**config.mk**
```make
export PLATFORM = sky130hd
export DESIGN_NAME = minimips_pc_unit
export DESIGN_NICKNAME = d
export VERILOG_FILES = /design/src/rtl/minimips_pkg.sv /design/src/rtl/minimips_next_pc.sv /design/src/rtl/minimips_pc_unit.sv
export SDC_FILE = /design/constraint.sdc
export NUM_CORES = 1
export LEC_CHECK = 0
export ABC_AREA = 1
export CAP_MARGIN = 20
export CORE_ASPECT_RATIO = 0.5
export CORE_MARGIN = 3
export CORE_UTILIZATION = 39
export DETAILED_ROUTE_END_ITERATION = 10
export GPL_TIMING_DRIVEN = 0
export PLACE_DENSITY = 0.57
export SETUP_SLACK_MARGIN = 0.4
export SYNTH_ARGS = -nofsm -noshare
export SYNTH_HDL_FRONTEND = slang
export SYNTH_SLANG_ARGS = --single-unit
```
**constraint.sdc**
```tcl
create_clock -name clock -period 3.25 [get_ports clock]
set_input_delay 0.65 -clock clock [delete_from_list [all_inputs] [get_ports clock]]
set_output_delay 0.65 -clock clock [all_outputs]
set_load 0.01 [all_outputs]
```
**src/rtl/minimips_pkg.sv**
```systemverilog
// Shared definitions for the MiniMIPS program-counter sequencer.
// Holds the sequencer state encoding and the field widths of the
// branch offset and jump target, used by the top and by the next-PC logic.
package minimips_pkg;

    // Default width of the fetch address
    localparam int PC_WIDTH = 32;

    // Width of the signed word offset carried by a branch
    localparam int BRANCH_OFS_W = 16;

    // Width of the word target carried by an absolute jump
    localparam int JUMP_TGT_W = 26;

    // Sequencer states
    typedef enum logic [1:0] {
        ST_RUN   = 2'd0,
        ST_STALL = 2'd1,
        ST_HALT  = 2'd2
    } pc_state_e;

endpackage : minimips_pkg

```
**src/rtl/minimips_next_pc.sv**
```systemverilog
// Combinational next-PC computation for the MiniMIPS sequencer.
// Picks between increment, PC-relative branch and absolute jump.
// Jump has priority over branch. All arithmetic wraps modulo 2^PC_WIDTH.
module minimips_next_pc
    import minimips_pkg::*;
#(
    parameter int W = minimips_pkg::PC_WIDTH
) (
    input  logic [W-1:0]            pc,
    input  logic [BRANCH_OFS_W-1:0] branch_offset,
    input  logic [JUMP_TGT_W-1:0]   jump_target,
    input  logic                    sel_branch,
    input  logic                    sel_jump,
    output logic [W-1:0]            next_pc
);

    logic [W-1:0] pc_plus_one;
    logic [W-1:0] offset_ext;
    logic [W-1:0] jump_pc;

    // Build the three candidate addresses and select one, jump first
    always_comb begin
        pc_plus_one = pc + W'(1);
        offset_ext  = {{(W - BRANCH_OFS_W){branch_offset[BRANCH_OFS_W-1]}}, branch_offset};
        jump_pc     = pc;
        jump_pc[JUMP_TGT_W-1:0] = jump_target;
        if (sel_jump) begin
            next_pc = jump_pc;
        end else if (sel_branch) begin
            next_pc = pc_plus_one + offset_ext;
        end else begin
            next_pc = pc_plus_one;
        end
    end

endmodule : minimips_next_pc

```
**src/rtl/minimips_pc_unit.sv**
```systemverilog
// Program-counter sequencer feeding the MiniMIPS core.
// Runs a RUN/STALL/HALT state machine, counts PC advances with saturation,
// and optionally checks the next PC against the instruction memory size.
// Optional feature macro: MINIMIPS_PC_BOUNDS_CHECK_EN (range check and fault).
module minimips_pc_unit
    import minimips_pkg::*;
#(
    parameter int                   PC_WIDTH   = minimips_pkg::PC_WIDTH,
    parameter logic [PC_WIDTH-1:0]  RESET_PC   = '0,
    parameter int                   IMEM_DEPTH = 32
) (
    input  logic                    clock,
    input  logic                    reset,
    input  logic                    stall,
    input  logic                    branch_taken,
    input  logic [BRANCH_OFS_W-1:0] branch_offset,
    input  logic                    jump,
    input  logic [JUMP_TGT_W-1:0]   jump_target,
    input  logic                    halt_req,
    output logic [PC_WIDTH-1:0]     program_counter,
    output logic                    pc_valid,
    output logic                    halted,
    output logic                    fault,
    output logic [31:0]             instr_count
);

`ifdef MINIMIPS_PC_BOUNDS_CHECK_EN
    localparam bit BOUNDS_EN = 1'b1;
`else
    localparam bit BOUNDS_EN = 1'b0;
`endif

    localparam logic [PC_WIDTH-1:0] IMEM_LIMIT = PC_WIDTH'(IMEM_DEPTH);

    pc_state_e              state_q, state_d;
    logic [PC_WIDTH-1:0]    pc_q, pc_d;
    logic                   pc_valid_q, pc_valid_d;
    logic                   halted_q, halted_d;
    logic                   fault_q, fault_d;
    logic [31:0]            count_q, count_d;
    logic [PC_WIDTH-1:0]    next_pc;

    minimips_next_pc #(
        .W (PC_WIDTH)
    ) u_next_pc (
        .pc            (pc_q),
        .branch_offset (branch_offset),
        .jump_target   (jump_target),
        .sel_branch    (branch_taken),
        .sel_jump      (jump),
        .next_pc       (next_pc)
    );

    // Next-state decode: halt beats stall, stall beats any PC advance;
    // leaving STALL advances on that same edge so a k-cycle stall holds k cycles
    always_comb begin
        state_d    = state_q;
        pc_d       = pc_q;
        pc_valid_d = pc_valid_q;
        halted_d   = halted_q;
        fault_d    = fault_q;
        count_d    = count_q;
        if (state_q != ST_HALT) begin
            if (halt_req) begin
                state_d    = ST_HALT;
                pc_valid_d = 1'b0;
                halted_d   = 1'b1;
            end else if (stall) begin
                state_d = ST_STALL;
            end else if (BOUNDS_EN && (next_pc >= IMEM_LIMIT)) begin
                state_d    = ST_HALT;
                pc_valid_d = 1'b0;
                halted_d   = 1'b1;
                fault_d    = 1'b1;
            end else begin
                state_d = ST_RUN;
                pc_d    = next_pc;
                if (count_q != 32'hFFFF_FFFF) begin
                    count_d = count_q + 32'd1;
                end
            end
        end
    end

    // State and output registers with synchronous reset
    always_ff @(posedge clock) begin
        if (reset) begin
            state_q    <= ST_RUN;
            pc_q       <= RESET_PC;
            pc_valid_q <= 1'b1;
            halted_q   <= 1'b0;
            fault_q    <= 1'b0;
            count_q    <= 32'd0;
        end else begin
            state_q    <= state_d;
            pc_q       <= pc_d;
            pc_valid_q <= pc_valid_d;
            halted_q   <= halted_d;
            fault_q    <= fault_d;
            count_q    <= count_d;
        end
    end

    assign program_counter = pc_q;
    assign pc_valid        = pc_valid_q;
    assign halted          = halted_q;
    assign fault           = fault_q;
    assign instr_count     = count_q;

endmodule : minimips_pc_unit

```
# After elaboration in Yosys (flattened, before gate mapping)
# Index checks and enable logic that the tools add are counted.
[op_classes] addsub=3 muxes=4 magnitude_cmp=0 n_mul=0 div=0 bitwise=3 n_eq_ne=2 reduce_logical=4 n_shift=0
[ops] cell="adder 32 x 1 -> 32 bit, second input constant" n=2
[ops] cell="adder 32 bit" n=1
[ops] cell="2-to-1 mux 32 bit" n=1
[ops] cell="!= test 32 bit, second input constant" n=1
[ops] cell="2-to-1 mux 26 bit" n=1
[ops] cell="AND reduction 4 bit" n=2
[ops] cell="NOT 1 bit" n=3
[ops] cell="AND reduction 3 bit" n=1
[ops] cell="2-to-1 mux 2 bit" n=1
[ops] cell="!= test 2 bit, second input constant" n=1
[ops] cell="AND reduction 2 bit" n=1
[ops] cell="2-to-1 mux 1 bit" n=1
[totals] mem_bits_ro=0 ff_bits=68 output_inout_bits=67 mem_count=0 latch_bits=0 input_bits=48 ram_bits=0

# Logic depth before layout (Yosys ltp)
# Gate-level depths: netlist (run 1).
[logic_depth] ltp_word=4 depth_mapped=22

# Hierarchy
# From an unflattened synthesis (run 1), not the netlist that was laid out.
[unflattened] cells_unflattened=1330 hier_area_um2=7359.6
[modules_own_cells] mod="minimips_next_pc" n_inst=1 cells_each=826 area_per_inst_um2=3937.5 seq_area_each_um2=0.0
[modules_own_cells] mod="minimips_pc_unit" n_inst=1 cells_each=504 area_per_inst_um2=3422.0 seq_area_each_um2=1361.3

# Worst setup path after synthesis (run 1)
# Ideal clock, no wire load.
[synth_timing] path_type="register to register" from="register pc_q[0] (netlist: program_counter[0])" to="register pc_q[27] (netlist: program_counter[27])" stages_incl_launch_ff=19 t_arrival_ns=2.546 period_less_slack_ns=2.679 slack_ns=0.571 setup_time_ns=0.132 required_time_ns=3.118 cell_sequence="dfxtp_1 > ha_1 > nand2_1 > inv_1 > nand2_1 > nor3_1 > xor2_1 > inv_1 > ha_1 > nand2_1 > nor2_1 > inv_1 > nor2_1 > and2_1 > nand2_1 > nand3_1 > nand3_1 > nand2_1 > a21oi_1"
[synth_between] elab_chain_len=3
[synth_lines] item="start: declaration" line_no="minimips_pc_unit.sv:36" source="logic [PC_WIDTH-1:0] pc_q, pc_d;"
[synth_lines] item="start signal: assignment" line_no="minimips_pc_unit.sv:96" source="pc_q <= pc_d;"
[synth_lines] item="adder 32 x 1 -> 32 bit *" line_no="minimips_next_pc.sv:23" source="pc_plus_one = pc + W'(1);"
[synth_lines] item="adder 32 bit" line_no="minimips_next_pc.sv:30" source="next_pc = pc_plus_one + offset_ext;"
[synth_lines] item="2-to-1 mux 32 bit *" line_no="minimips_next_pc.sv:29" source="end else if (sel_branch) begin"
# Every way passes the cells marked *; elsewhere a longest branch is shown, timed or not.
# A chain may end at the register's enable or synchronous reset.

# Worst setup path after layout (run 1)
[layout_timing] from="register pc_q[5] (netlist: program_counter[5])" to="register pc_q[27] (netlist: program_counter[27])"
# Same word-level chain as after synthesis.

==> parameters.txt, run 1 <==
Parameter                              Value

Outcome
  Outcome ... complete, no violations

Detailed routing
  Amount of wire on met2 after detailed routing ... around 13 mm
  Met1 layer wirelength in the final routing ... 13.8 mm
  Detailed-route via count ... 8721
  Post-detailed-route wirelength per cell ... 17.0 um
  Highest metal layer with signal wires ... met5
  Violation count after the first detailed-route iteration ... 633
  Antenna violation net count after detailed routing ... 0
  Met3 wire length ... 1.64 mm
  WL final ... 28.7 mm
  First-pass iteration count of the detailed router ... 5
  Via-per-instance ratio ... 5.18
  Post-detailed-route DRC marker count ... 0

Finish
  Area growth, synth to finish ... 46.9%
  Layout cells sized above 1 ... about a quarter
  Antenna diodes ... 0
  FILL cells ... 1741
  End-of-flow core utilization ... 59.5%
  Net total in the final layout ... around 1500

Power and ir drop
  Largest voltage drop on the vdd net ... 0.269 mV
  P_int ... 1.89 mW
  Clock network power share ... 34.8%
  Sequential fraction of design power ... 30.9%
  Leakage dissipation ... 4.66 nW
  Switching power total ... 1.06 mW
  Switching share of total power ... a little over a third
  Proportion of power drawn by combinational gates ... approximately a third
  PD cells ... 280 mW/mm^2

STA
  Final count of pins violating max slew ... 0
  Final clock skew ... about 0.0066 ns
  Final setup violation count ... 0
  Worst Hold Slack ... 0.445 ns
  Final Critical Period ... 2.82 ns
  Final hold viol count ... 0
  Worst Max-Slew Pin Slew ... roughly 1 ns
  Max Clock Freq ... 0.354 GHz
  Final Cycle Share ... 86.9%
  Unrepaired setup endpoints after global routing ... true
  Worst-case headroom to the max-slew limit ... between 30% and 40%

Worst setup path
  Arr. time, crit path ... 3.02 ns
  Crit path max fanout ... 5
  Worst Path Required ... 3.45 ns
  Critical path type ... reg -> reg
  Worst setup EP type ... flip-flop
  Startpoint type of the worst setup path ... flip-flop

Synth
  Number of flops mapped to enable cells by yosys ... 0
  Share of cell area taken by muxes after synthesis ... 0%
  Adder-cell share of the synthesized area ... 6.74%
  Compound-Gate Fraction of Synth Area ... around 14%
  Cells after synthesis ... 1282
  XOR/XNOR Fraction of Synth Area ... under 10%
  Area contributors post-synth ... sky130_fd_sc_hd__nand2_1 (23%), sky130_fd_sc_hd__dfxtp_1 (19%), sky130_fd_sc_hd__inv_1 (10%), sky130_fd_sc_hd__a21oi_1 (8.1%), sky130_fd_sc_hd__ha_1 (6.5%)
  Fraction of post-synthesis cell area in the top cell type by area ... 23.4%
  Count of synthesis-stage warnings from yosys ... 0
  Fraction of registers with async set/reset ... 0%
  Top cells by instance count after synthesis ... sky130_fd_sc_hd__nand2_1 (447), sky130_fd_sc_hd__inv_1 (200), sky130_fd_sc_hd__a21oi_1 (116), sky130_fd_sc_hd__nor2_1 (107), sky130_fd_sc_hd__nand3_1 (73)
  Sequential element share of the synthesized area ... a little under a fifth
  Synthesized cell area ... roughly 0.0072 sq mm
  Post-synthesis simple-gate area fraction ... between 40% and 50%
  Mapped Nets ... 1368
  Cell type with the largest total area after synthesis ... sky130_fd_sc_hd__nand2_1
  Number of distinct library cell variants in the gate-level netlist after synthesis ... 39
  Synthesized area per cell ... 5.59 sq um
  Post-synth top flop ... sky130_fd_sc_hd__dfxtp_1
  Combinational family with the most area after synthesis ... simple AND/OR/NAND/NOR gates
  Yosys reg bits ... 68
  Library cell with the highest instance count after synthesis ... sky130_fd_sc_hd__nand2_1

Die
  Initial cell density of the core ... between 40% and 50%
  Placeable Area ... 0.0177 sq mm
  Die area ... 0.0201 sq mm
  Overall die height ... a little over 100 um
  DIE WIDTH ... approximately 200 um
  Number of top-level design ports ... 115
  FP Rows ... 34

Clocking
  Buffer type at the clock tree root ... sky130_fd_sc_hd__clkbuf_16
  Number of clock buffers inserted by TritonCTS ... 9
  Clock tree buffer depth ... 2
  TritonCTS clock tree ... built
  Clock latency reported for the late side of the worst-skew pair ... ~0.34 ns
  Clk sink count ... 68
  Register clock-pin slew on the reported worst setup and hold paths ... 0.06 ns
  Max H-tree Level ... 3

Job
  Number of max-cap violations ... 0

Placement
  I/O Buffers ... 113
  Last weighted congestion value of the routability-driven placer ... 0.981
  HPWL Detailed ... approximately 22 mm

GRT
  Number of global-route vias before repair ... 8033
  GRT Util Overall ... 27.7%
  Number of antenna violations at the first check in global routing ... 3
  Sum of overflow across all layers after global routing ... 0
  Largest net degree at the start of global routing ... 22
  Global-route wire length before repair ... 43.3 mm

Hold path
  Hold WC Path Type ... reg -> reg
[cell families (layout without fill, tap and decap cells)]
family	after synthesis	after routing
adders and majority gates	38	38
AOI/OAI and AO/OA	185	185
buffers and inverters	235	404
DFF	68	68
xor gates and xnor gates	46	46
other	1	1
and+or+nand+nor	709	709
[critical path, cell delays in order (launching register included)]
cell                         delay, ns
sky130_fd_sc_hd__dfxtp_4          0.37
sky130_fd_sc_hd__clkinvlp_4       0.12
sky130_fd_sc_hd__nor3_4           0.29
sky130_fd_sc_hd__nand2_4          0.11
sky130_fd_sc_hd__nor2_4           0.17
sky130_fd_sc_hd__nand4_1          0.13
sky130_fd_sc_hd__nand2_2          0.11
sky130_fd_sc_hd__inv_2            0.05
sky130_fd_sc_hd__ha_4             0.29
sky130_fd_sc_hd__nand2_2          0.10
sky130_fd_sc_hd__nor2_4           0.14
sky130_fd_sc_hd__inv_1            0.07
sky130_fd_sc_hd__nor2_4           0.11
sky130_fd_sc_hd__and2_4           0.15
sky130_fd_sc_hd__nand2_2          0.06
sky130_fd_sc_hd__nand3_1          0.09
sky130_fd_sc_hd__nand3_1          0.11
sky130_fd_sc_hd__nand2_1          0.13
sky130_fd_sc_hd__a21oi_1          0.07
[path summary, 6_finish.rpt]
| kind | slack, ns | cells after the start | start | end |
|---|---|---|---|---|
| setup / recovery | 0.43 | 18 | program_counter[5]$_SDFFE_PP0P_ | program_counter[27]$_SDFFE_PP0P_ |
| setup reg to reg | 0.43 | 18 | program_counter[5]$_SDFFE_PP0P_ | program_counter[27]$_SDFFE_PP0P_ |
| hold reg to reg | 0.45 | 2 | halted$_SDFFE_PP0P_ | halted$_SDFFE_PP0P_ |
| hold / removal | 0.45 | 2 | halted$_SDFFE_PP0P_ | halted$_SDFFE_PP0P_ |
[registers in the layout, summed over array words and instances, names as in the netlist]
| register | cells |
|---|---|
| halted | 1 |
| instr_count | 32 |
| pc_valid | 1 |
| program_counter | 32 |
| state_q | 2 |
[power by group through the flow]
stage | Clock [mW] | Sequential [mW] | Combinational, mW
6_report | 1.03 | 0.912 | 1.01
3_5_place_dp | 0 | 0.923 | 0.757
2_1_floorplan | 0 | 0.922 | 0.448
4_1_cts | 1.04 | 0.908 | 0.845
5_1_grt | 1.08 | 0.915 | 1.09
3_3_place_gp | 0 | 0.923 | 0.751
[cell type report]
type | count | area (sq um) | share of cell area (%)
clock inverter | 6 | 63.8 | 0.606
buffer | 28 | 146 | 1.39
sequential | 68 | 1420 | 13.5
timing repair buffer | 153 | 1460 | 13.9
tap | 234 | 293 | 2.78
clock buffer | 10 | 239 | 2.27
inverter | 207 | 781 | 7.41
multi-input combinational | 979 | 6130 | 58.2
[cells in the final DEF (no fill, tap or decap), types with 15 or more instances in the layout]
cell,instances
sky130_fd_sc_hd__nor2_1,68
sky130_fd_sc_hd__buf_4,37
sky130_fd_sc_hd__dfxtp_1,43
sky130_fd_sc_hd__nor2_4,22
sky130_fd_sc_hd__clkbuf_1,17
sky130_fd_sc_hd__nand2_2,74
sky130_fd_sc_hd__a21oi_1,100
sky130_fd_sc_hd__nand2_4,18
sky130_fd_sc_hd__a21oi_2,23
sky130_fd_sc_hd__nand2_1,362
sky130_fd_sc_hd__ha_4,29
sky130_fd_sc_hd__o21ai_0,43
sky130_fd_sc_hd__nor2_2,24
sky130_fd_sc_hd__nand3_1,57
sky130_fd_sc_hd__xor2_1,21
sky130_fd_sc_hd__nand4_1,17
sky130_fd_sc_hd__nor3_1,16
sky130_fd_sc_hd__inv_2,26
sky130_fd_sc_hd__clkdlybuf4s50_1,112
sky130_fd_sc_hd__nand3_2,15
sky130_fd_sc_hd__inv_1,180
[metal layers]
metal,global-route usage [%],up-vias
li1,-,4357
met1,38.8,4039
met2,44.1,270
met3,6.03,49
met4,5.92,6
met5,0,-
[through the flow]
| step | cell area [sq um] | setup slack, ns | setup TNS (ns) | total power, mW | instances |
|---|---|---|---|---|---|
| floorplan | 7170 | 0.571 | 0 | 1.37 | 1282 |
| global placement | 8590 | -0.266 | -2.00 | 1.67 | 1629 |
| detailed placement | 8590 | -0.278 | -2.42 | 1.68 | 1629 |
| CTS | 9620 | 0.399 | 0 | 2.79 | 1663 |
| global route | 10500 | 0.284 | 0 | 3.08 | 1685 |
| finish | 10500 | 0.426 | 0 | 2.95 | 1685 |
[repair_timing]
| item | CTS | global route |
|---|---|---|
| pin swaps | 37 | 82 |
| gates resized for setup | 138 | 192 |
| buffers inserted | 18 | 22 |
| endpoints found under the setup margin | 24 | 24 |
| hold buffers | 0 | 0 |
Power figures use the tool's default switching activity.
==> run 2, diff against run 1 <==
--- a/config.mk
+++ b/config.mk
@@ -9,10 +9,10 @@
 export CAP_MARGIN = 20
 export CORE_ASPECT_RATIO = 0.5
 export CORE_MARGIN = 3
-export CORE_UTILIZATION = 39
+export CORE_UTILIZATION = 45
 export DETAILED_ROUTE_END_ITERATION = 10
 export GPL_TIMING_DRIVEN = 0
-export PLACE_DENSITY = 0.57
+export PLACE_DENSITY = 0.65
 export SETUP_SLACK_MARGIN = 0.4
 export SYNTH_ARGS = -nofsm -noshare
 export SYNTH_HDL_FRONTEND = slang
==> parameters.txt, run 2 (synthesis gave the netlist of run 1 again) <==
Parameter                              Value

Clocking
  TritonCTS clock tree ... built
  Register clock-pin slew on the reported worst setup and hold paths ... around 0.060 ns
  Clock tree buffer depth ... 2
  Clk sink count ... 68
  Number of clock buffers inserted by TritonCTS ... 9
  Clock latency reported for the late side of the worst-skew pair ... 0.34 ns
  Buffer type at the clock tree root ... sky130_fd_sc_hd__clkbuf_16
  Max H-tree Level ... 3

Finish
  Antenna diodes ... 0
  End-of-flow core utilization ... around 70%
  Area growth, synth to finish ... 46.3%
  Net total in the final layout ... 1526
  Area of all placed cells without fillers ... approximately 0.010 sq mm
  Commonest non-fill, non-tap cell in the layout ... sky130_fd_sc_hd__nand2_1
  Most used cells in the layout excluding fill and tap cells ... sky130_fd_sc_hd__nand2_1 (358), sky130_fd_sc_hd__inv_1 (176), sky130_fd_sc_hd__clkdlybuf4s50_1 (112)
  FILL cells ... between 1000 and 1500
  Layout cells sized above 1 ... 25.4%

Job
  Number of max-cap violations ... 0

Hold path
  Hold WC Path Type ... reg -> reg

Power and ir drop
  Switching share of total power ... 35.4%
  Clock network power share ... between 30% and 40%
  Proportion of power drawn by combinational gates ... 34.0%
  Leakage dissipation ... 4.74 nW
  Largest voltage drop on the vdd net ... between 0.2 and 0.25 mV
  Switching power total ... approximately 1.1 mW
  P_int ... 1.95 mW
  Sequential fraction of design power ... 30.3%
  PD cells ... 287 mW/mm^2

Die
  Number of top-level design ports ... 115
  Placeable Area ... between 0.015 and 0.02 sq mm
  FP Rows ... 31
  DIE WIDTH ... 185 um
  Overall die height ... 95.3 um
  Die area ... 0.0176 sq mm
  Initial cell density of the core ... between 40 and 50%

GRT
  GRT Util Overall ... about 29%
  Largest net degree at the start of global routing ... 22
  Sum of overflow across all layers after global routing ... 0
  Number of global-route vias before repair ... about 8000
  Global-route wire length before repair ... roughly 40 mm
  Number of antenna violations at the first check in global routing ... 1

Detailed routing
  Antenna violation net count after detailed routing ... 0
  Post-detailed-route wirelength per cell ... 17.2 um
  Violation count after the first detailed-route iteration ... 917
  Via-per-instance ratio ... between 5 and 6
  Post-detailed-route DRC marker count ... 0
  Detailed-route via count ... ~9000
  WL final ... 28.3 mm
  First-pass iteration count of the detailed router ... 5

STA
  Final clock skew ... between 0.006 and 0.007 ns
  Max Clock Freq ... 0.340 GHz
  Final hold viol count ... 0
  Final Cycle Share ... 90.5%
  Worst Max-Slew Pin Slew ... around 1 ns
  Final setup violation count ... 0
  Final count of pins violating max slew ... 0
  Unrepaired setup endpoints after global routing ... true
  Worst-case headroom to the max-slew limit ... around 34%
  Final Critical Period ... 2.94 ns

Worst setup path
  Startpoint type of the worst setup path ... flip-flop
  Worst setup EP type ... flip-flop
  Critical path type ... reg -> reg
  Crit path max fanout ... 5
  Worst Path Required ... 3.44 ns
  Arr. time, crit path ... 3.13 ns

Outcome
  Outcome ... complete, no violations

Placement
  Cell Area, Placed ... 0.00855 sq mm
  Last weighted congestion value of the routability-driven placer ... 0.992
  I/O Buffers ... 113
  HPWL Detailed ... 20.7 mm
run 2: cell count changes in the layout (fill, tap and decap cells not counted), moves of 5 or more:
| cell | before | now |
|---|---|---|
| sky130_fd_sc_hd__a21oi_1 | 100 | 95 |
| sky130_fd_sc_hd__a21oi_2 | 23 | 28 |
| sky130_fd_sc_hd__buf_4 | 37 | 30 |
| sky130_fd_sc_hd__ha_4 | 29 | 24 |
| sky130_fd_sc_hd__nand3_1 | 57 | 51 |
| sky130_fd_sc_hd__nor2_1 | 68 | 73 |
run 2: metal layers:
metal  routed length (um)  track usage [%]  vias up
li1                     -                -     4336
met1                12300             39.6     4200
met2                12800             47.2      414
met3                 2460             6.75       68
met4                  769             7.42        2
met5                    9                0        -
run 2: final timing paths:
path | cells past startpoint | slack, ns | start | endpoint
worst max-delay path | 18 | 0.31 | program_counter[14]$_SDFFE_PP0P_ | program_counter[27]$_SDFFE_PP0P_
worst min register to register | 2 | 0.45 | pc_valid$_SDFFE_PP1P_ | pc_valid$_SDFFE_PP1P_
worst max register to register | 18 | 0.31 | program_counter[14]$_SDFFE_PP0P_ | program_counter[27]$_SDFFE_PP0P_
worst min-delay path | 2 | 0.45 | pc_valid$_SDFFE_PP1P_ | pc_valid$_SDFFE_PP1P_
run 2: cell type report:
cell class | instances | area [sq um] | share of cell area [%]
timing repair buffer | 147 | 1420 | 13.5
sequential | 68 | 1420 | 13.6
tap | 198 | 248 | 2.36
inverter | 207 | 781 | 7.44
multi-input combinational | 979 | 6150 | 58.7
clock inverter | 7 | 97.6 | 0.930
clock buffer | 9 | 225 | 2.15
buffer | 28 | 146 | 1.40
run 2: power by group through the flow:
stage	Combinational, mW	Clock [mW]	Sequential [mW]
floorplan	0.448	0	0.922
global placement	0.737	0	0.924
detailed placement	0.742	0	0.924
CTS	0.801	1.09	0.910
global route	1.10	1.13	0.913
finish	1.02	1.08	0.912
run 2: per-stage QoR:
stage / power, mW / hold slack (ns) / cells / TNS, ns / setup WS [ns]
global placement: 1.66 / 0.430 / 1593 / -1.74 / -0.235
finish: 3.01 / 0.449 / 1643 / 0 / 0.310
floorplan: 1.37 / 0.469 / 1282 / 0 / 0.571
detailed placement: 1.67 / 0.436 / 1593 / -2.09 / -0.251
CTS: 2.80 / 0.450 / 1613 / 0 / 0.375
global route: 3.13 / 0.474 / 1643 / 0 / 0.192
run 2: critical path, cell delays in order (launching register included):
cell	delay [ns]
sky130_fd_sc_hd__dfxtp_2	0.43
sky130_fd_sc_hd__nand2_1	0.14
sky130_fd_sc_hd__nor2_4	0.16
sky130_fd_sc_hd__nand3_1	0.16
sky130_fd_sc_hd__nor2_2	0.16
sky130_fd_sc_hd__nand3_1	0.09
sky130_fd_sc_hd__nand2_1	0.12
sky130_fd_sc_hd__inv_1	0.06
sky130_fd_sc_hd__ha_2	0.40
sky130_fd_sc_hd__nand2_2	0.11
sky130_fd_sc_hd__nor2_2	0.17
sky130_fd_sc_hd__inv_2	0.08
sky130_fd_sc_hd__nor2_2	0.12
sky130_fd_sc_hd__and2_4	0.16
sky130_fd_sc_hd__nand2_2	0.06
sky130_fd_sc_hd__nand3_1	0.08
sky130_fd_sc_hd__nand3_1	0.08
sky130_fd_sc_hd__nand2_1	0.14
sky130_fd_sc_hd__a21oi_1	0.07
run 2: repair_timing:
item,4_1_cts,5_1_grt
resized for setup,99,248
hold buffers,0,0
setup endpoints to repair,23,25
buffers inserted,4,30
pin swaps,20,100
==> run 3, diff against run 2 <==
--- a/config.mk
+++ b/config.mk
@@ -14,6 +14,8 @@
 export GPL_TIMING_DRIVEN = 0
 export PLACE_DENSITY = 0.65
 export SETUP_SLACK_MARGIN = 0.4
+export SKIP_LAST_GASP = 1
 export SYNTH_ARGS = -nofsm -noshare
 export SYNTH_HDL_FRONTEND = slang
 export SYNTH_SLANG_ARGS = --single-unit
+export TNS_END_PERCENT = 10
==> parameters.txt, run 3 (synthesis gave the netlist of run 1 again) <==
Parameter                              Value

Detailed routing
  First-pass iteration count of the detailed router ... 5
  Via-per-instance ratio ... 5.48
  WL final ... around 28 mm
  Post-detailed-route DRC marker count ... 0
  Post-detailed-route wirelength per cell ... 16.9 um
  Antenna violation net count after detailed routing ... 0
  Violation count after the first detailed-route iteration ... 891
  Detailed-route via count ... 8956

Die
  Number of top-level design ports ... between 100 and 150
  Die area ... 0.0176 sq mm
  Overall die height ... about 95 um
  DIE WIDTH ... 185 um
  Initial cell density of the core ... 47.8%
  Placeable Area ... 0.0150 sq mm
  FP Rows ... 31

Power and ir drop
  Clock network power share ... between 30% and 40%
  Largest voltage drop on the vdd net ... 0.232 mV
  Switching share of total power ... 34.8%
  Leakage dissipation ... 4.60 nW
  PD cells ... 290 mW/mm^2
  Proportion of power drawn by combinational gates ... about a third
  Switching power total ... 1.02 mW
  P_int ... approximately 1.9 mW
  Sequential fraction of design power ... 31.1%

STA
  Total negative slack ... 0 ns
  Max Clock Freq ... 0.342 GHz
  Final Cycle Share ... 89.9%
  Final clock skew ... between 0.005 and 0.006 ns
  Final hold viol count ... 0
  Worst Max-Slew Pin Slew ... approximately 1 ns
  Final count of pins violating max slew ... 0
  Final Critical Period ... 2.92 ns
  Final setup violation count ... 0
  Unrepaired setup endpoints after global routing ... true
  Worst-case headroom to the max-slew limit ... 33.2%
  Post-layout worst setup margin ... about 0.33 ns

Placement
  Worst slack at placement ... -0.251 ns
  HPWL Detailed ... 20.7 mm
  I/O Buffers ... 113
  Last weighted congestion value of the routability-driven placer ... 0.992

Job
  Number of max-cap violations ... 0

Worst setup path
  Worst setup EP type ... flip-flop
  Endpoint of the most critical register-to-register path ... program_counter[16]$_SDFFE_PP0P_
  Critical path type ... reg -> reg
  Arr. time, crit path ... 3.19 ns
  Capture point of the critical path ... program_counter[16]$_SDFFE_PP0P_
  Register-to-register setup slack ... 0.33 ns
  Start point of the critical path ... program_counter[12]$_SDFFE_PP0P_
  Startpoint type of the worst setup path ... flip-flop
  Crit path max fanout ... 6
  Worst Path Required ... 3.52 ns
  Number of cells on the worst reg-to-reg path ... 16
  Reg-to-reg critical path startpoint ... program_counter[12]$_SDFFE_PP0P_

GRT
  Largest net degree at the start of global routing ... 22
  Number of antenna violations at the first check in global routing ... 1
  Sum of overflow across all layers after global routing ... 0
  Number of global-route vias before repair ... 7798
  Global-route wire length before repair ... between 40 and 50 mm
  GRT Util Overall ... 29.2%

Finish
  Antenna diodes ... 0
  Commonest non-fill, non-tap cell in the layout ... sky130_fd_sc_hd__nand2_1
  Area growth, synth to finish ... 41.2%
  Most used cells in the layout excluding fill and tap cells ... sky130_fd_sc_hd__nand2_1 (385), sky130_fd_sc_hd__inv_1 (190), sky130_fd_sc_hd__clkdlybuf4s50_1 (112)
  Net total in the final layout ... ~1500
  Layout cells sized above 1 ... between 20% and 30%

Outcome
  Outcome ... complete, no violations

Clocking
  Clock latency reported for the late side of the worst-skew pair ... 0.34 ns
  Clk sink count ... 68
  Cts hold-fix bufs ... 0
  Buffer type at the clock tree root ... sky130_fd_sc_hd__clkbuf_16
  Clock tree buffer depth ... 2
  Number of clock buffers inserted by TritonCTS ... 9
  Register clock-pin slew on the reported worst setup and hold paths ... 0.06 ns
  TritonCTS clock tree ... built
  Max H-tree Level ... 3

Hold path
  Hold WC Path Type ... reg -> reg
[run 3: cell count changes in the layout (fill, tap and decap cells not counted), moves of 6 or more]
cell                      delta
sky130_fd_sc_hd__inv_1      +14
sky130_fd_sc_hd__inv_2      -15
sky130_fd_sc_hd__nand2_1    +27
sky130_fd_sc_hd__a21oi_1     +7
sky130_fd_sc_hd__a21oi_2     -6
sky130_fd_sc_hd__nand2_4    -10
sky130_fd_sc_hd__nand2_2    -17
[run 3: per-stage QoR]
step	util, %	hold slack (ns)	area (sq um)	cells	total power [mW]
floorplan	-	0.469	7170	1282	1.37
global placement	57.0	0.430	8550	1593	1.66
detailed placement	57.0	0.436	8550	1593	1.67
CTS	61.8	0.450	9280	1613	2.79
global route	67.5	0.474	10100	1634	3.06
finish	67.5	0.449	10100	1634	2.94
[run 3: worst min-delay path by stage]
stage / end / slack [ns] / cells past startpoint / startpoint
global route: halted$_SDFFE_PP0P_ / 0.47 / 2 / halted$_SDFFE_PP0P_
finish: pc_valid$_SDFFE_PP1P_ / 0.45 / 2 / pc_valid$_SDFFE_PP1P_
detailed placement: pc_valid$_SDFFE_PP1P_ / 0.44 / 2 / pc_valid$_SDFFE_PP1P_
floorplan: pc_valid$_SDFFE_PP1P_ / 0.47 / 2 / pc_valid$_SDFFE_PP1P_
global placement: pc_valid$_SDFFE_PP1P_ / 0.43 / 2 / pc_valid$_SDFFE_PP1P_
CTS: pc_valid$_SDFFE_PP1P_ / 0.45 / 2 / pc_valid$_SDFFE_PP1P_
[run 3: repair_timing]
action,CTS,global route
buffers inserted,4,21
gates resized for setup,90,174
setup endpoints to repair,23,25
pin swaps,19,63
[run 3: worst max-delay path, stage by stage, from the launching register on]
cell and delay [ns]:
sky130_fd_sc_hd__dfxtp_4 0.43, sky130_fd_sc_hd__nand2_1 0.15, sky130_fd_sc_hd__nor2_1 0.20, sky130_fd_sc_hd__nand2_1 0.16
sky130_fd_sc_hd__nor3_4 0.21, sky130_fd_sc_hd__xor2_2 0.19, sky130_fd_sc_hd__inv_2 0.08, sky130_fd_sc_hd__ha_4 0.30
sky130_fd_sc_hd__nand2_2 0.07, sky130_fd_sc_hd__inv_1 0.09, sky130_fd_sc_hd__nand2_2 0.10, sky130_fd_sc_hd__nor3_4 0.25
sky130_fd_sc_hd__nand2_1 0.11, sky130_fd_sc_hd__a21o_1 0.20, sky130_fd_sc_hd__nand3_2 0.10, sky130_fd_sc_hd__nand2_2 0.10
sky130_fd_sc_hd__a21oi_1 0.12
[run 3: power groups by stage]
stage | Clock (mW) | Sequential (mW) | Combinational (mW)
final | 1.07 | 0.913 | 0.954
after global routing | 1.12 | 0.914 | 1.03
after detailed placement | 0 | 0.924 | 0.742
after floorplan | 0 | 0.922 | 0.448
after CTS | 1.09 | 0.910 | 0.795
after global placement | 0 | 0.924 | 0.737
[run 3: cell type report]
type	count	area, sq um
multi-input cells	979	5880
plain buffers	28	146
fillers	1325	4880
repair buffers	138	1320
well taps	198	248
clock buffers	9	225
inverters	207	783
flip-flops and latches	68	1420
clock inverters	7	97.6
[run 3: metal layers]
metal | share of wire (%) | up-vias | GRT usage [%]
li1 | - | 4329 | -
met1 | 44 | 4140 | 39.5
met2 | 45 | 414 | 47.3
met3 | 8.5 | 71 | 6.75
met4 | 2.9 | 2 | 7.04
met5 | 0.033 | - | 0
==> RTL edit 1: new RTL, config.mk and constraints of run 2 <==
The 3 states of `pc_state_e` get a one-hot encoding in 3 bits.
--- a/src/rtl/minimips_pkg.sv
+++ b/src/rtl/minimips_pkg.sv
@@ -15,6 +15,6 @@
     // Sequencer states
-    typedef enum logic [1:0] {
-        ST_RUN   = 2'd0,
-        ST_STALL = 2'd1,
-        ST_HALT  = 2'd2
+    typedef enum logic [2:0] {
+        ST_RUN   = 3'b001,
+        ST_STALL = 3'b010,
+        ST_HALT  = 3'b100
     } pc_state_e;
Formal check against the unedited RTL: same outputs for any inputs over 4 cycles, from zero or initial values and one cycle with reset high; so few cycles prove little.
==> RTL edit 1 against run 2 <==
- die area shrank 3.1%
- wire length shrank 3.9%
- utilization shrank 2.0 points
- sequential share of layout area grew 0.92 points
- setup slack gained 0.035 ns
- sequential cell count grew 1
- total power shrank 1.6%
- design area shrank 4.4%
- area after synthesis shrank 3.3%
- largest cell class unchanged
- largest power group unchanged
- highest routed layer is now met4
==> RTL edit 1: results (changes against run 2) <==
[run_status]
status=finished, final reports clean  ; unchanged

[power_and_ir_drop]
ir_worst_vdd_mv=0.260  ; was 0.232 mV
p_sw_mw=1.08  ; was 1.07 mW
leakage_nw=4.50  ; was 4.74 nW

[worst_setup_path]
cp_slowest_cell=dfxtp_2  ; unchanged
worstPathArrival_ns=3.11  ; was 3.13 ns
path_max_fanout=6  ; was 5
max_stage_delay_ns=0.41  ; was 0.43 ns

[global_routing]
antenna_found_initial=0  ; was 1
grt_max_degree=22  ; unchanged
grt_pass1_wl_um=40600  ; was 40,200 µm
grt_pass1_vias=7662  ; was 7,806
grt_use_total=0.301  ; was 0.292

[die]
dieArea_um2=17000  ; was 17,600 µm²

[logic_synthesis]
synth-xor-area-share=0.0594  ; was 0.0562
synth_compound_gate_area_share=0.137  ; was 0.138
synth_top_family_by_area=simple AND/OR/NAND/NOR gates  ; unchanged
ys_async_sr_fraction=0  ; unchanged
yosys_warnings=0  ; unchanged
ys_types=38  ; was 39
ys.flop_type=dfxtp_1  ; unchanged
synthAdderAreaFrac=0.0696  ; was 0.0674
muxShareOfSynthArea=0  ; unchanged
syn-mean-instance-area_um2=5.57  ; was 5.59 µm²
synthTopCellsByCount=nand2_1 (439), inv_1 (180), nor2_1 (119), a21oi_1 (118), nand3_1 (78)  ; was nand2_1 (447), inv_1 (200), a21oi_1 (116), nor2_1 (107), nand3_1 (73)
syn_nets=1332  ; was 1,368
synth_area_leaders=nand2_1 (24%), dfxtp_1 (20%), inv_1 (9.7%)  ; was nand2_1 (23%), dfxtp_1 (19%), inv_1 (10%)
ys_seq_area_frac=0.199  ; was 0.190

[clocking]
clock_latency_ns=0.34  ; about the same
cts.htree.levels=3  ; unchanged
cts-root-buf=clkbuf_16  ; unchanged
clock_path_buffers=2  ; unchanged
post_cts_resized=110  ; was 99
post_cts_buffers=14  ; was 4
cts.reportedPaths.clkPinSlew_ns=0.06  ; about the same
cts_buffers=9  ; unchanged

[cells_and_area]
num_antenna_cells=0  ; unchanged
syn_to_final_growth_pct=44.5  ; was 46.3%
drive_above_1_share=0.207  ; was 0.254
fillerInstances=1340  ; was 1,250
fin_nets=1489  ; was 1,526
fin_cells=1606  ; was 1,643

[timing]
fin_skew_ns=0.00654  ; was 0.00626 ns
tightest_slew_ns=1.05  ; was 0.995 ns

[placement]
dp.final_hpwl_um=20600  ; was 20,700 µm
routabilityCongestion=0.972  ; was 0.992
io_buffers=111  ; was 113
place_area_um2=8290  ; was 8550 µm²
dp_slack_ns=-0.200  ; was -0.251 ns

[routing]
avgRoutedWirePerCell_um=16.9  ; was 17.2 µm
first_iter_violations=696  ; was 917
via_count=8641  ; was 9,020
firstDrtPassIters=5  ; unchanged

[min_path]
hold_class=reg -> reg  ; unchanged

## RTL edit 1: cell types whose count changed after synthesis, moves of 5 or more
cell,before,now
nand2_1,447,439
nor3_1,23,17
inv_1,200,180
a21oi_2,8,0
nor2_1,107,119
nand3_1,73,78
o21ai_0,46,51
nand2_2,8,1
## RTL edit 1: cell type report
type                    instances  area, µm²  share of cell area
well taps                     198        248              0.0247
repair buffers                146       1400               0.139
plain buffers                  29        140              0.0140
clock buffers                   9        225              0.0225
multi-input cells             963       5790               0.578
clock inverters                 7       80.1             0.00799
flip-flops and latches         69       1450               0.145
inverters                     185        694              0.0693
## RTL edit 1: final timing paths
check	slack [ns]	end	cells after the start	start
max	0.34	program_counter[29]	17	program_counter[14]
min	0.44	pc_valid	2	pc_valid
max reg2reg	0.34	program_counter[29]	17	program_counter[14]
min reg2reg	0.44	pc_valid	2	pc_valid
## RTL edit 1: critical path: cells and delay by family (launching register included)
family	cells	cell delay, ns
AO/OA/AOI/OAI	1	0.06
flip-flops	1	0.41
AND/OR/NAND/NOR	13	1.66
XOR/XNOR	1	0.23
adder cells (fa/ha/maj)	1	0.30
buffers and inverters	1	0.10
## RTL edit 1: metal layers
metal / share of wire / track usage
met4: 0.017 / 0.0488
met2: 0.46 / 0.499
met3: 0.086 / 0.0634
met5: 0 / 0
met1: 0.44 / 0.412
## RTL edit 1: power groups by stage
stage	Combinational, mW	Clock, mW	Sequential [mW]
after detailed placement	0.762	0	0.944
after floorplan	0.457	0	0.940
after global placement	0.756	0	0.945
after CTS	0.828	1.04	0.933
after global routing	1.08	1.08	0.940
final	0.996	1.03	0.937
==> RTL edit 2: new RTL, config.mk and constraints of run 2 <==
Without the edit above. `BRANCH_OFS_W`: 16 -> 18.
--- a/src/rtl/minimips_pkg.sv
+++ b/src/rtl/minimips_pkg.sv
@@ -9,3 +9,3 @@
     // Width of the signed word offset carried by a branch
-    localparam int BRANCH_OFS_W = 16;
+    localparam int BRANCH_OFS_W = 18;
 
Interface: changed (resized branch_offset); port bits go from 115 to 117. The function was not compared with the original's and may differ.
==> RTL edit 2 against run 2 <==
- design area shrank 2.1%
- combinational power shrank 6%
- area after synthesis up 0.80%
- sequential cell count unchanged
- setup slack better by 0.031 ns
- critical endpoint is now program_counter[28]
- wire length fell by 4.2%
- synthesized cell count down 0.86%
- total power shrank 7.3%
- first-iteration DRC count is 11% lower
==> RTL edit 2: results (changes against run 2) <==
[logic_synthesis]
ys_types=40  ; was 39
synth-xor-area-share=0.0666  ; was 0.0562
syn_nets=1359  ; was 1,368
synth_compound_gate_area_share=0.141  ; was 0.138
synthTopCellsByCount=nand2_1 (430), inv_1 (195), nor2_1 (114), a21oi_1 (100), nand3_1 (85)  ; was nand2_1 (447), inv_1 (200), a21oi_1 (116), nor2_1 (107), nand3_1 (73)

[cells_and_area]
buffer_area_frac=0.149  ; about the same
seq_cell_count=68  ; unchanged
num-clock-buffers=12  ; was 9
drive_above_1_share=0.222  ; was 0.254
syn_to_final_growth_pct=42.1  ; was 46.3%
seq_share=0.139  ; was 0.136
inverters=196  ; was 207

[global_routing]
use_met3=0.0446  ; was 0.0675
grt_max_degree=20  ; was 22
antenna_found_initial=0  ; was 1

[clocking]
post_cts_resized=125  ; was 99

[routing]
routed_wl_um=27100  ; was 28,300 µm
firstDrtPassIters=6  ; was 5
wl_met3_um=1860  ; was 2460 µm
dr_wl_met2_um=12300  ; was 12,800 µm
drt-vias-per-instance=5.42  ; was 5.49
first_iter_violations=812  ; was 917
highest_layer=met4  ; was met5
wirelength_met1_um=12400  ; was 12,300 µm

[run_status]
status=finished, final reports clean  ; unchanged

[power_and_ir_drop]
pg_comb_mw=0.959  ; was 1.02 mW
ir_worst_vdd_mv=0.185  ; was 0.232 mV
leakage_nw=4.53  ; was 4.74 nW

[timing]
period_share=0.895  ; was 0.905
fin_skew_ns=0.00461  ; was 0.00626 ns
holdWs_ns=0.445  ; was 0.449 ns
slew_headroom=0.471  ; was 0.337

[worst_setup_path]
worstReg2RegStart=program_counter[5]  ; was program_counter[14]
reg2reg_depth=19  ; was 18
worstPathArrival_ns=3.10  ; was 3.13 ns
r2r_slack_ns=0.34  ; was 0.31 ns

[placement]
dp.cells=1588  ; was 1,593
dp.final_hpwl_um=20800  ; was 20,700 µm

-- RTL edit 2: changes by cell type after synthesis, sizes merged, moves of 2 or more --
cell,delta
nor3,-7
nor2,+6
and2,+2
nand3b,-3
xor2,+10
o21bai,+2
and3,-2
inv,-11
nand4,+4
nand2,-18
or2,-6
nand3,+13
a21oi,-5
clkbuf,+3
-- RTL edit 2: worst max-delay path, stage by stage (launching register included) --
cell	delay, ns
dfxtp_4	0.39
nand2_1	0.11
nor2_2	0.25
nand2_4	0.12
nor2_4	0.28
nand3_2	0.14
nand2_2	0.12
nand2_4	0.08
ha_4	0.32
nand2_4	0.07
inv_4	0.07
nand2_4	0.06
nor3_4	0.14
buf_6	0.12
a21oi_4	0.05
buf_6	0.11
nand3_2	0.05
nand3_2	0.10
nand2_2	0.12
a21oi_2	0.05
